<file path="src/rtl/mux4_rr_arbiter_pkg.sv">
// Shared types for the four-way round-robin arbiter around the mux4to1B32 datapath.
package mux4_arb_pkg;

    localparam int NREQ = 4;

    typedef logic [1:0] sel_t;

    typedef enum logic {
        IDLE = 1'b0,
        HOLD = 1'b1
    } arb_state_t;

    function automatic logic [NREQ-1:0] onehot4(input sel_t idx);
        logic [NREQ-1:0] vec;
        vec      = '0;
        vec[idx] = 1'b1;
        return vec;
    endfunction

endpackage

</file>
<file path="src/rtl/mux4_rr_arbiter_if.sv">
// Requester/consumer bundle for mux4_rr_arbiter; the lock hint exists only when
// BURST_LOCK_EN is defined.
interface mux4_rr_arbiter_if
    import mux4_arb_pkg::*;
#(
    parameter int WIDTH = 32
);
    logic [NREQ-1:0]  req;
    logic [WIDTH-1:0] din0;
    logic [WIDTH-1:0] din1;
    logic [WIDTH-1:0] din2;
    logic [WIDTH-1:0] din3;
`ifdef BURST_LOCK_EN
    logic [NREQ-1:0]  lock;
`endif
    logic [NREQ-1:0]  gnt;
    sel_t             sel;
    logic [WIDTH-1:0] dout;
    logic             dout_valid;
    logic             dout_ready;

`ifdef BURST_LOCK_EN
    modport master (
        input  req, din0, din1, din2, din3, lock, dout_ready,
        output gnt, sel, dout, dout_valid
    );
    modport slave (
        output req, din0, din1, din2, din3, lock, dout_ready,
        input  gnt, sel, dout, dout_valid
    );
`else
    modport master (
        input  req, din0, din1, din2, din3, dout_ready,
        output gnt, sel, dout, dout_valid
    );
    modport slave (
        output req, din0, din1, din2, din3, dout_ready,
        input  gnt, sel, dout, dout_valid
    );
`endif

endinterface

</file>
<file path="src/rtl/mux4_rr_arbiter_rr_pick4.sv">
// Combinational round-robin pick: first set request scanning circularly from last+1.
module rr_pick4
    import mux4_arb_pkg::*;
(
    input  logic [NREQ-1:0] req_i,
    input  sel_t            last_i,
    output sel_t            winner_o,
    output logic            any_o
);
    sel_t              start;
    sel_t              offset;
    logic [2*NREQ-1:0] doubled;
    logic [NREQ-1:0]   rotated;

    // Rotate so the slot after the last winner lands at bit 0, then take the lowest set bit.
    always_comb begin
        start   = last_i + 2'd1;
        doubled = {req_i, req_i} >> start;
        rotated = doubled[NREQ-1:0];
        offset  = '0;
        for (int i = NREQ - 1; i >= 0; i--) begin
            if (rotated[i]) begin
                offset = sel_t'(i);
            end
        end
        winner_o = start + offset;
        any_o    = |req_i;
    end
endmodule

</file>
<file path="src/rtl/mux4to1B32.sv">
// Shared 32-bit four-input word multiplexer; {C1,C0} selects I0..I3.
module mux4to1B32 (
    input  logic        C1,
    input  logic        C0,
    input  logic [31:0] I0,
    input  logic [31:0] I1,
    input  logic [31:0] I2,
    input  logic [31:0] I3,
    output logic [31:0] Y
);
    always_comb begin
        case ({C1, C0})
            2'd0:    Y = I0;
            2'd1:    Y = I1;
            2'd2:    Y = I2;
            default: Y = I3;
        endcase
    end
endmodule

</file>
<file path="src/rtl/mux4_rr_arbiter.sv">
// Round-robin owner of the shared mux4to1B32 with a registered valid/ready output stage.
// Define BURST_LOCK_EN to add the lock hint and bounded burst re-grants.
module mux4_rr_arbiter
    import mux4_arb_pkg::*;
#(
    parameter int WIDTH     = 32,
    parameter int MAX_BURST = 4
) (
    input  logic              clk,
    input  logic              reset_n,
    mux4_rr_arbiter_if.master bus
);
    arb_state_t       state_q;
    sel_t             last_q;
    sel_t             sel_q;
    sel_t             sel_d;
    sel_t             winner;
    sel_t             pickWinner;
    logic             pickAny;
    logic             capture;
    logic [NREQ-1:0]  gnt_q;
    logic [WIDTH-1:0] dout_q;
    logic [WIDTH-1:0] muxY;
    logic             valid_q;

    if (WIDTH != 32 || MAX_BURST < 1 || MAX_BURST > 15) begin : g_paramCheck
        $error("mux4_rr_arbiter: WIDTH must be 32 and MAX_BURST within 1..15");
    end

    rr_pick4 u_pick (
        .req_i    (bus.req),
        .last_i   (last_q),
        .winner_o (pickWinner),
        .any_o    (pickAny)
    );

`ifdef BURST_LOCK_EN
    logic       lockHeld_q;
    logic [3:0] burstCnt_q;
    logic       stay;

    // A locked owner keeps the bus while it still requests, until it has had MAX_BURST grants in a row.
    always_comb begin
        stay   = lockHeld_q && bus.req[last_q] && (burstCnt_q < 4'(MAX_BURST - 1));
        winner = stay ? last_q : pickWinner;
    end
`else
    assign winner = pickWinner;
`endif

    assign capture = pickAny && ((state_q == IDLE) || bus.dout_ready);
    assign sel_d   = capture ? winner : sel_q;

    mux4to1B32 u_mux (
        .C1 (sel_d[1]),
        .C0 (sel_d[0]),
        .I0 (bus.din0),
        .I1 (bus.din1),
        .I2 (bus.din2),
        .I3 (bus.din3),
        .Y  (muxY)
    );

    always_ff @(posedge clk or negedge reset_n) begin
        if (!reset_n) begin
            state_q    <= IDLE;
            last_q     <= 2'd3;
            sel_q      <= '0;
            gnt_q      <= '0;
            dout_q     <= '0;
            valid_q    <= 1'b0;
`ifdef BURST_LOCK_EN
            lockHeld_q <= 1'b0;
            burstCnt_q <= '0;
`endif
        end else begin
            gnt_q <= '0;
            if (capture) begin
                state_q <= HOLD;
                sel_q   <= winner;
                gnt_q   <= onehot4(winner);
                dout_q  <= muxY;
                valid_q <= 1'b1;
                last_q  <= winner;
`ifdef BURST_LOCK_EN
                lockHeld_q <= bus.lock[winner];
                burstCnt_q <= stay ? burstCnt_q + 4'd1 : 4'd0;
`endif
            end else if (state_q == HOLD && bus.dout_ready) begin
                state_q <= IDLE;
                valid_q <= 1'b0;
`ifdef BURST_LOCK_EN
                lockHeld_q <= 1'b0;
`endif
            end
        end
    end

    assign bus.gnt        = gnt_q;
    assign bus.sel        = sel_q;
    assign bus.dout       = dout_q;
    assign bus.dout_valid = valid_q;

endmodule

</file>
<file path="src/flat_wrapper.sv">
// flat-port wrapper written by rule: the top's interface ports become plain ports
module mux4_rr_arbiter_flat import mux4_arb_pkg::*;
#(
    parameter int WIDTH     = 32,
    parameter int MAX_BURST = 4
)
  (clk, reset_n, bus_req, bus_din0, bus_din1, bus_din2, bus_din3, bus_dout_ready, bus_gnt, bus_sel, bus_dout, bus_dout_valid);
  mux4_rr_arbiter_if #(.WIDTH(WIDTH)) bus_i ();
  input  logic clk;
  input  logic reset_n;
  input wire logic [$bits(bus_i.req)-1:0] bus_req;
  input wire logic [$bits(bus_i.din0)-1:0] bus_din0;
  input wire logic [$bits(bus_i.din1)-1:0] bus_din1;
  input wire logic [$bits(bus_i.din2)-1:0] bus_din2;
  input wire logic [$bits(bus_i.din3)-1:0] bus_din3;
  input wire logic [$bits(bus_i.dout_ready)-1:0] bus_dout_ready;
  output wire logic [$bits(bus_i.gnt)-1:0] bus_gnt;
  output wire logic [$bits(bus_i.sel)-1:0] bus_sel;
  output wire logic [$bits(bus_i.dout)-1:0] bus_dout;
  output wire logic [$bits(bus_i.dout_valid)-1:0] bus_dout_valid;
  assign bus_i.req = bus_req;
  assign bus_i.din0 = bus_din0;
  assign bus_i.din1 = bus_din1;
  assign bus_i.din2 = bus_din2;
  assign bus_i.din3 = bus_din3;
  assign bus_i.dout_ready = bus_dout_ready;
  assign bus_gnt = bus_i.gnt;
  assign bus_sel = bus_i.sel;
  assign bus_dout = bus_i.dout;
  assign bus_dout_valid = bus_i.dout_valid;
  mux4_rr_arbiter #(.WIDTH(WIDTH), .MAX_BURST(MAX_BURST)) u_core (.clk(clk), .reset_n(reset_n), .bus(bus_i));
endmodule
</file>
<file path="config.mk">
export PLATFORM = sky130hd
export DESIGN_NAME = mux4_rr_arbiter_flat
export DESIGN_NICKNAME = d
export VERILOG_FILES = /design/src/rtl/mux4_rr_arbiter_pkg.sv /design/src/rtl/mux4_rr_arbiter_if.sv /design/src/rtl/mux4_rr_arbiter_rr_pick4.sv /design/src/rtl/mux4to1B32.sv /design/src/rtl/mux4_rr_arbiter.sv /design/src/flat_wrapper.sv
export SDC_FILE = /design/constraint.sdc
export NUM_CORES = 1
export LEC_CHECK = 0
export CAP_MARGIN = 5
export CORE_MARGIN = 4
export CORE_UTILIZATION = 35
export CTS_CLUSTER_DIAMETER = 80
export DETAILED_ROUTE_END_ITERATION = 8
export MAX_ROUTING_LAYER = met4
export PLACE_DENSITY = 0.77
export SYNTH_ARGS = -nofsm -noshare
export SYNTH_HDL_FRONTEND = slang
export SYNTH_SLANG_ARGS = --single-unit
</file>
<file path="constraint.sdc">
create_clock -name clk -period 3.33 [get_ports clk]
set_clock_uncertainty 0.2 [all_clocks]
set_input_delay 0.666 -clock clk [delete_from_list [all_inputs] [get_ports clk]]
set_output_delay 0.666 -clock clk [all_outputs]
set_load 0.1 [all_outputs]
</file>
==> flow_summary.ini, run 1 <==
[sta]
timing.final.hold_violations = 0
slew_violations = 0
min_period_ns = 3.221
worst_slew_pin_slew_ns = 1.012
fin_crit_sh_pct = 96.73
setup_ws_ns = 0.1089
relSlewSlack_pct = 32.51
setup_tns_ns = 0
fmax_mhz = 310.5
finalSetupViolations = 0

[clock_network]
hold_buffers = 0
cts_sinks = 41
clock_latency_ns = 0.29
cts_tree = built
cts_buffer_depth = 2
htreeDepth = 2
root_buffer = clkbuf_8
path_clk_slew_ns = 0.08
cts_inserted_buffers = 5

[placement]
gp_congestion = 0.8271
hpwl_um = 8324
io_buffers = 173
pre_cts_ws_ns = -0.6846

[critical_path]
r2r_setup_slack_ns = 0.14
cpMostUsedCell = xnor2_2
critPathCaptureType = flop
worst_ep_arrival_time_ns = 3.21
crit_chain = clkdlybuf4s15_1 -> o32a_1 -> a21oi_2 -> ha_2 -> xnor2_2 -> xnor2_2 -> buf_4 -> nor3_4 -> nor2_2 -> a21boi_2 -> inv_2 -> or4_1 -> o221a_2
worstPathMaxFanout = 4
slowest_delay_ns = 0.52
startpoint_type = input port
r2r_cells = 15
worstPathRequired_ns = 3.32
worst_path_max_delay_cell = or4_1
r2r_end = u_core.bus.dout[30]
crit_type = in -> reg
timing.rr.start = u_core.last_q[1]

[route]
drtIter0Drc = 176
routedWlPerCell_um = 18.50
viasPerCell = 5.896
ant_nets = 0
drt_wl_total_um = 11730
vias = 3738
drt_pass1_iterations = 4
drc = 0

[synth]
ys_ff_latch = 41
yosysSeqAreaShare_pct = 33.44
syn_area_per_cell_um2 = 8.712
yosys_warnings = 0
ys_types = 43
synth_nets = 489
syn-cell-area_mm2 = 0.003075
syn_inst = 353

[floorplanning]
die_x_um = 101.7
core_area_mm2 = 0.008382
die_area_mm2 = 0.01035
initial_core_util_pct = 36.69
io_pins = 174
die_y_um = 101.7
fp-row-count = 33

[global_routing]
grt_pass1_vias = 3799
grt_max_degree = 64
antenna_found_initial = 0
grt_pass1_wl_um = 18150
gr-total-overflow = 0
grt_use_total_pct = 22.27

[final_layout]
drive_above_1_share_pct = 29.49
fin_util_pct = 62.68
diodes = 0
nets = 665
fillers = 731
area_delta_synth_final_pct = 70.83

[power_and_ir_drop]
powerDensity_mw_per_mm2 = 1260
peakVddDrop_mv = 0.7131
p_leak_nw = 2.057

[worst_hold_path]
hold_class = in -> async

[run_status]
outcome = finished, final reports clean

[job]
maxCapViolCount = 0
-- critical path, delay by kind of cell --
| family | cells | cell delay [ns] |
|---|---|---|
| simple gates | 3 | 0.77 |
| fa+ha+maj | 1 | 0.21 |
| xor+xnor | 2 | 0.24 |
| compound gates | 4 | 0.83 |
| buf+inv | 3 | 0.48 |
-- layout make-up --
cell class              count  area [um^2]  area share (%)
repair buffers            209         1978           37.65
multi-input cells         269         2018           38.41
well taps                 105        131.4           2.501
flip-flops and latches     41         1028           19.58
inverters                   3        11.26          0.2143
clock buffers               7        86.33           1.643
-- stage by stage --
stage	instance area [um^2]	power, W	instances	hold slack (ns)
final	5254	0.006620	634	0.3383
after global routing	5254	0.007032	634	0.4115
after floorplan	3075	0.004564	353	0.1704
after global placement	4954	0.005845	623	0.3593
after detailed placement	4954	0.005942	623	0.3718
after CTS	5119	0.006452	633	0.3756
-- sequential cells by signal (all words and copies together) (netlist names) --
register,flops
u_core.bus.dout,32
u_core.bus.gnt,4
u_core.bus.sel,2
u_core.state_q,1
u_core.last_q,2
-- layout by cell type, fill, tap and decap left out, types with 9 or more instances in the layout --
cell type	netlist	layout
a221oi_1	31	31
o21ai_0	34	34
nand3_1	32	32
dfrtp_1	39	39
buf_4	3	64
nor4b_1	31	9
nor3b_1	32	32
nor4b_2	0	22
nand2_1	40	38
clkdlybuf4s50_1	0	129
a31o_2	25	25
-- layer usage --
metal  GRT usage (%)  vias to the layer above  routed length, um
met5               -                        -                  0
met4           6.544                        0                207
met3           4.614                       25               1049
met2           38.18                      196               5855
met1           26.26                     1790               4615
li1                -                     1727                  -
-- how the worst max path moves through the flow --
stage                          start             endpoint  slack, ns
after detailed placement  bus_req[3]   u_core.bus.dout[2]      -0.68
after floorplan           bus_req[1]  u_core.bus.dout[30]       0.04
after global routing      bus_req[2]  u_core.bus.dout[30]      -0.04
after global placement    bus_req[3]  u_core.bus.dout[30]      -0.48
after CTS                 bus_req[1]  u_core.bus.dout[30]      0.007
final                     bus_req[2]  u_core.bus.dout[30]       0.11
-- power by group --
group          leakage (nW)  internal [W]  total (W)  switching (W)
Clock                0.0443      0.000165   0.000340       0.000175
Sequential            0.503      0.000748   0.000893       0.000145
Combinational          1.51       0.00188    0.00539        0.00350
-- synthesized netlist by cell type (all sizes together) --
| cell | instances | area share [%] |
|---|---|---|
| and2 | 2 | 0.41 |
| or4 | 2 | 0.49 |
| buf | 16 | 3.7 |
| mux2 | 1 | 0.37 |
| or2 | 1 | 0.20 |
| dfrtp | 39 | 32 |
| clkbuf | 24 | 3.0 |
| a32o | 1 | 0.37 |
| a211oi | 2 | 0.90 |
| o32a | 1 | 0.33 |
| nor2 | 6 | 0.81 |
| a21oi | 3 | 0.49 |
| nor4b | 31 | 8.8 |
| nor3 | 4 | 1.0 |
| nor3b | 32 | 7.8 |
| or3 | 3 | 0.77 |
| a31o | 31 | 8.8 |
| a21boi | 1 | 0.37 |
| dfstp | 2 | 1.7 |
| inv | 3 | 0.37 |
| nor2b | 1 | 0.20 |
| o21a | 1 | 0.49 |
| nand3b | 1 | 0.24 |
| o221a | 1 | 0.37 |
| a221oi | 31 | 8.8 |
| o21ai | 35 | 5.7 |
| ha | 1 | 0.41 |
| a31oi | 1 | 0.20 |
| nand2 | 40 | 4.9 |
| nand3 | 32 | 5.2 |
| xnor2 | 2 | 0.57 |
| nand2b | 2 | 0.41 |
-- logic make-up (layout without fill, tap and decap cells) --
logic type      count (synthesis)  after routing  share of synthesized area [%]
simple gates                  157            157                          31.29
compound gates                108            108                          26.85
buf+inv                        43            219                          7.078
flops                          41             41                          33.44
xor+xnor                        2              2                         0.5697
fa+ha+maj                       1              1                         0.4068
mux                             1              1                         0.3661
-- timing repair --
action | in CTS | in global routing
endpoints found under the setup margin | 32 | 32
pin swaps | 8 | 12
cloned | 0 | 0
buffers inserted | 3 | 1
gates resized for setup | 17 | 32
(Power assumes the default switching activity.)
==> run 2, diff against run 1 <==
ABC_AREA = 1   (was default)
CELL_PAD_IN_SITES_DETAIL_PLACEMENT = 0   (was default)
CELL_PAD_IN_SITES_GLOBAL_PLACEMENT = 2   (was default)
CORE_UTILIZATION = 17   (was 35)
PLACE_DENSITY = default   (was 0.77)
PLACE_DENSITY_LB_ADDON = 0.1   (was default)
SYNTH_HIERARCHICAL = 1   (was default)
==> flow_summary.ini, run 2 <==
[run_status]
outcome = finished, final reports clean

[clock_network]
cts_tree = built
cts_buffer_depth = 2
htreeDepth = 2
cts_sinks = 41
path_clk_slew_ns = 0.06
cts_inserted_buffers = 5
root_buffer = clkbuf_16
hold_buffers = 0
clock_latency_ns = 0.28

[sta]
fmax_mhz = 325.0
worst_slew_pin_slew_ns = 0.9455
min_period_ns = 3.077
setup_tns_ns = 0
timing.final.hold_violations = 0
rsz0062_at_grt = no
slew_violations = 0
fin_crit_sh_pct = 92.39
relSlewSlack_pct = 36.97
finalSetupViolations = 0

[placement]
placedCellCount = 817
hpwl_um = 10890
io_buffers = 173
gp_congestion = 0.7676

[global_routing]
antenna_found_initial = 1
grt_pass1_vias = 3604
grt_max_degree = 42
gr-total-overflow = 0
grt_use_total_pct = 13.90
grt_pass1_wl_um = 20820

[synth]
synth.most_common_cell = nand2_1
synth_async_sr_flop_share_pct = 100.0
yosys_warnings = 6
yosysSeqAreaShare_pct = 34.70
synth.largest_area_cell = dfrtp_1
ys_ff_latch = 41
syn_area_per_cell_um2 = 7.108
ys.flop_type = dfrtp_1
syn-cell-area_mm2 = 0.002964
synth_nets = 553
ys_types = 21
synth.top_cell.area_share_pct = 32.93
syn_inst = 417
synth.area.top_cells = dfrtp_1, nand3_1, nand2_1, nand4_1, nand3_2
synthTopCellsByCount = nand2_1, nand3_1, dfrtp_1
synth_edf_count = 0

[critical_path]
cpMostUsedCell = nand2_1
startpoint_type = flop
worst_ep_arrival_time_ns = 3.06
slowest_delay_ns = 0.58
path_delay_family = simple AND/OR/NAND/NOR gates
worstPathRequired_ns = 3.31
crit_chain = inv_2 -> nand2_1 -> nand2_2 -> nand2_1 -> nand3_1 -> a21oi_2 -> ha_2 -> xor2_2 -> inv_1 -> nand2_1 -> nand2_1 -> nand3_2 -> nand2_4 -> buf_4 -> clkbuf_16 -> nand3_2 -> nand4_1 -> nand3_1 -> nand2_1
path_buf_inv = 4
crit_type = reg -> reg
critPathCaptureType = flop
worst_path_max_delay_cell = dfstp_2
worstPathMaxFanout = 16

[route]
vias = 3479
drt_pass1_iterations = 4
viasPerCell = 4.192
routedWlPerCell_um = 16.59
drc = 0
drtIter0Drc = 146
drt_wl_total_um = 13770
ant_nets = 0

[final_layout]
drive_above_1_share_pct = 20.53
nets = 739
layout_common_cells = nand2_1, clkdlybuf4s50_1, nand3_1, buf_4, dfrtp_1
fin_util_pct = 30.30
area_delta_synth_final_pct = 75.60
largest_reg_flops = 32
stdcell_count = 830
final_common_cell = nand2_1

[floorplanning]
fp-row-count = 48
io_pins = 174
die_x_um = 140.0
core_area_mm2 = 0.01718
initial_core_util_pct = 17.26
die_area_mm2 = 0.01961
die_y_um = 140.0

[job]
maxCapViolCount = 0

[worst_hold_path]
hold_class = reg -> reg
==> run 2: changes by cell type after synthesis, moves of 6 or more <==
cell,before,now
nor4b_1,31,0
nand2_1,40,147
buf_2,5,16
nand4_1,0,33
clkbuf_1,23,0
inv_1,2,8
a31o_1,6,0
a221oi_1,31,0
a31o_2,25,0
nand3_2,0,10
nand3_1,32,122
o21ai_0,34,0
nor3b_1,32,0
==> run 2: final timing paths <==
path                                          from                   to  slack (ns)  cells past startpoint
max in group asynchronous                  reset_n  u_core/bus.dout[21]        2.01                      1
worst min-delay path            u_core/bus.dout[1]   u_core/bus.dout[1]        0.27                      2
min in group asynchronous                  reset_n  u_core/bus.dout[11]        0.32                      1
worst max register to register    u_core/last_q[0]   u_core/bus.dout[2]        0.25                     19
worst max-delay path              u_core/last_q[0]   u_core/bus.dout[2]        0.25                     19
worst min register to register  u_core/bus.dout[1]   u_core/bus.dout[1]        0.27                      2
==> run 2: logic make-up after synthesis <==
kind of cell | share of synthesized area, %
simple gates | 52.68
buf+inv | 11.74
flops | 34.70
compound gates | 0.1687
xor+xnor | 0.2955
fa+ha+maj | 0.4221
==> run 2: worst register-to-register path: cells and delay by family (launching register included) <==
| family | cells | cell delay, ns |
|---|---|---|
| and+or+nand+nor | 12 | 1.20 |
| DFF | 1 | 0.58 |
| buffers and inverters | 4 | 0.52 |
| adders and majority gates | 1 | 0.20 |
| xor gates and xnor gates | 1 | 0.14 |
| AOI/OAI and AO/OA | 1 | 0.13 |
==> run 2: layout make-up <==
cell class	count	area (um^2)
sequential	41	1028
fill	1917	11970
tap	225	281.5
clock buffer	6	128.9
inverter	11	43.79
clock inverter	2	38.79
multi-input combinational	329	1622
antenna	1	2.502
timing repair buffer	215	2059
==> run 2: what timing repair did <==
| action | CTS | global route |
|---|---|---|
| gates resized for setup | 0 | 17 |
| setup endpoints to repair | 0 | 32 |
| setup buffers | 0 | 2 |
==> run 2: metrics by stage <==
stage / cell area, um^2 / hold WS, ns / worst slack, ns
3_5_place_dp: 4921 / 0.2612 / -0.2502
2_1_floorplan: 2964 / 0.1704 / 0.5464
5_1_grt: 5205 / 0.2892 / 0.02857
3_3_place_gp: 4921 / 0.2622 / -0.2589
4_1_cts: 5089 / 0.2772 / 0.02907
6_report: 5205 / 0.2750 / 0.2534
==> run 2: layer usage <==
| layer | vias up | wire (um) | GRT usage [%] | part of all wire (%) |
|---|---|---|---|---|
| li1 | 1783 | - | - | - |
| met5 | - | 0 | - | 0 |
| met1 | 1594 | 6589 | 19.12 | 48 |
| met2 | 94 | 6465 | 21.68 | 47 |
| met3 | 8 | 590 | 2.526 | 4.3 |
| met4 | 0 | 124 | 2.499 | 0.90 |
Power of run 2 is left out: the tool's default activity adds up to more than one toggle a clock period on the data nets, which glitch-free logic cannot reach.
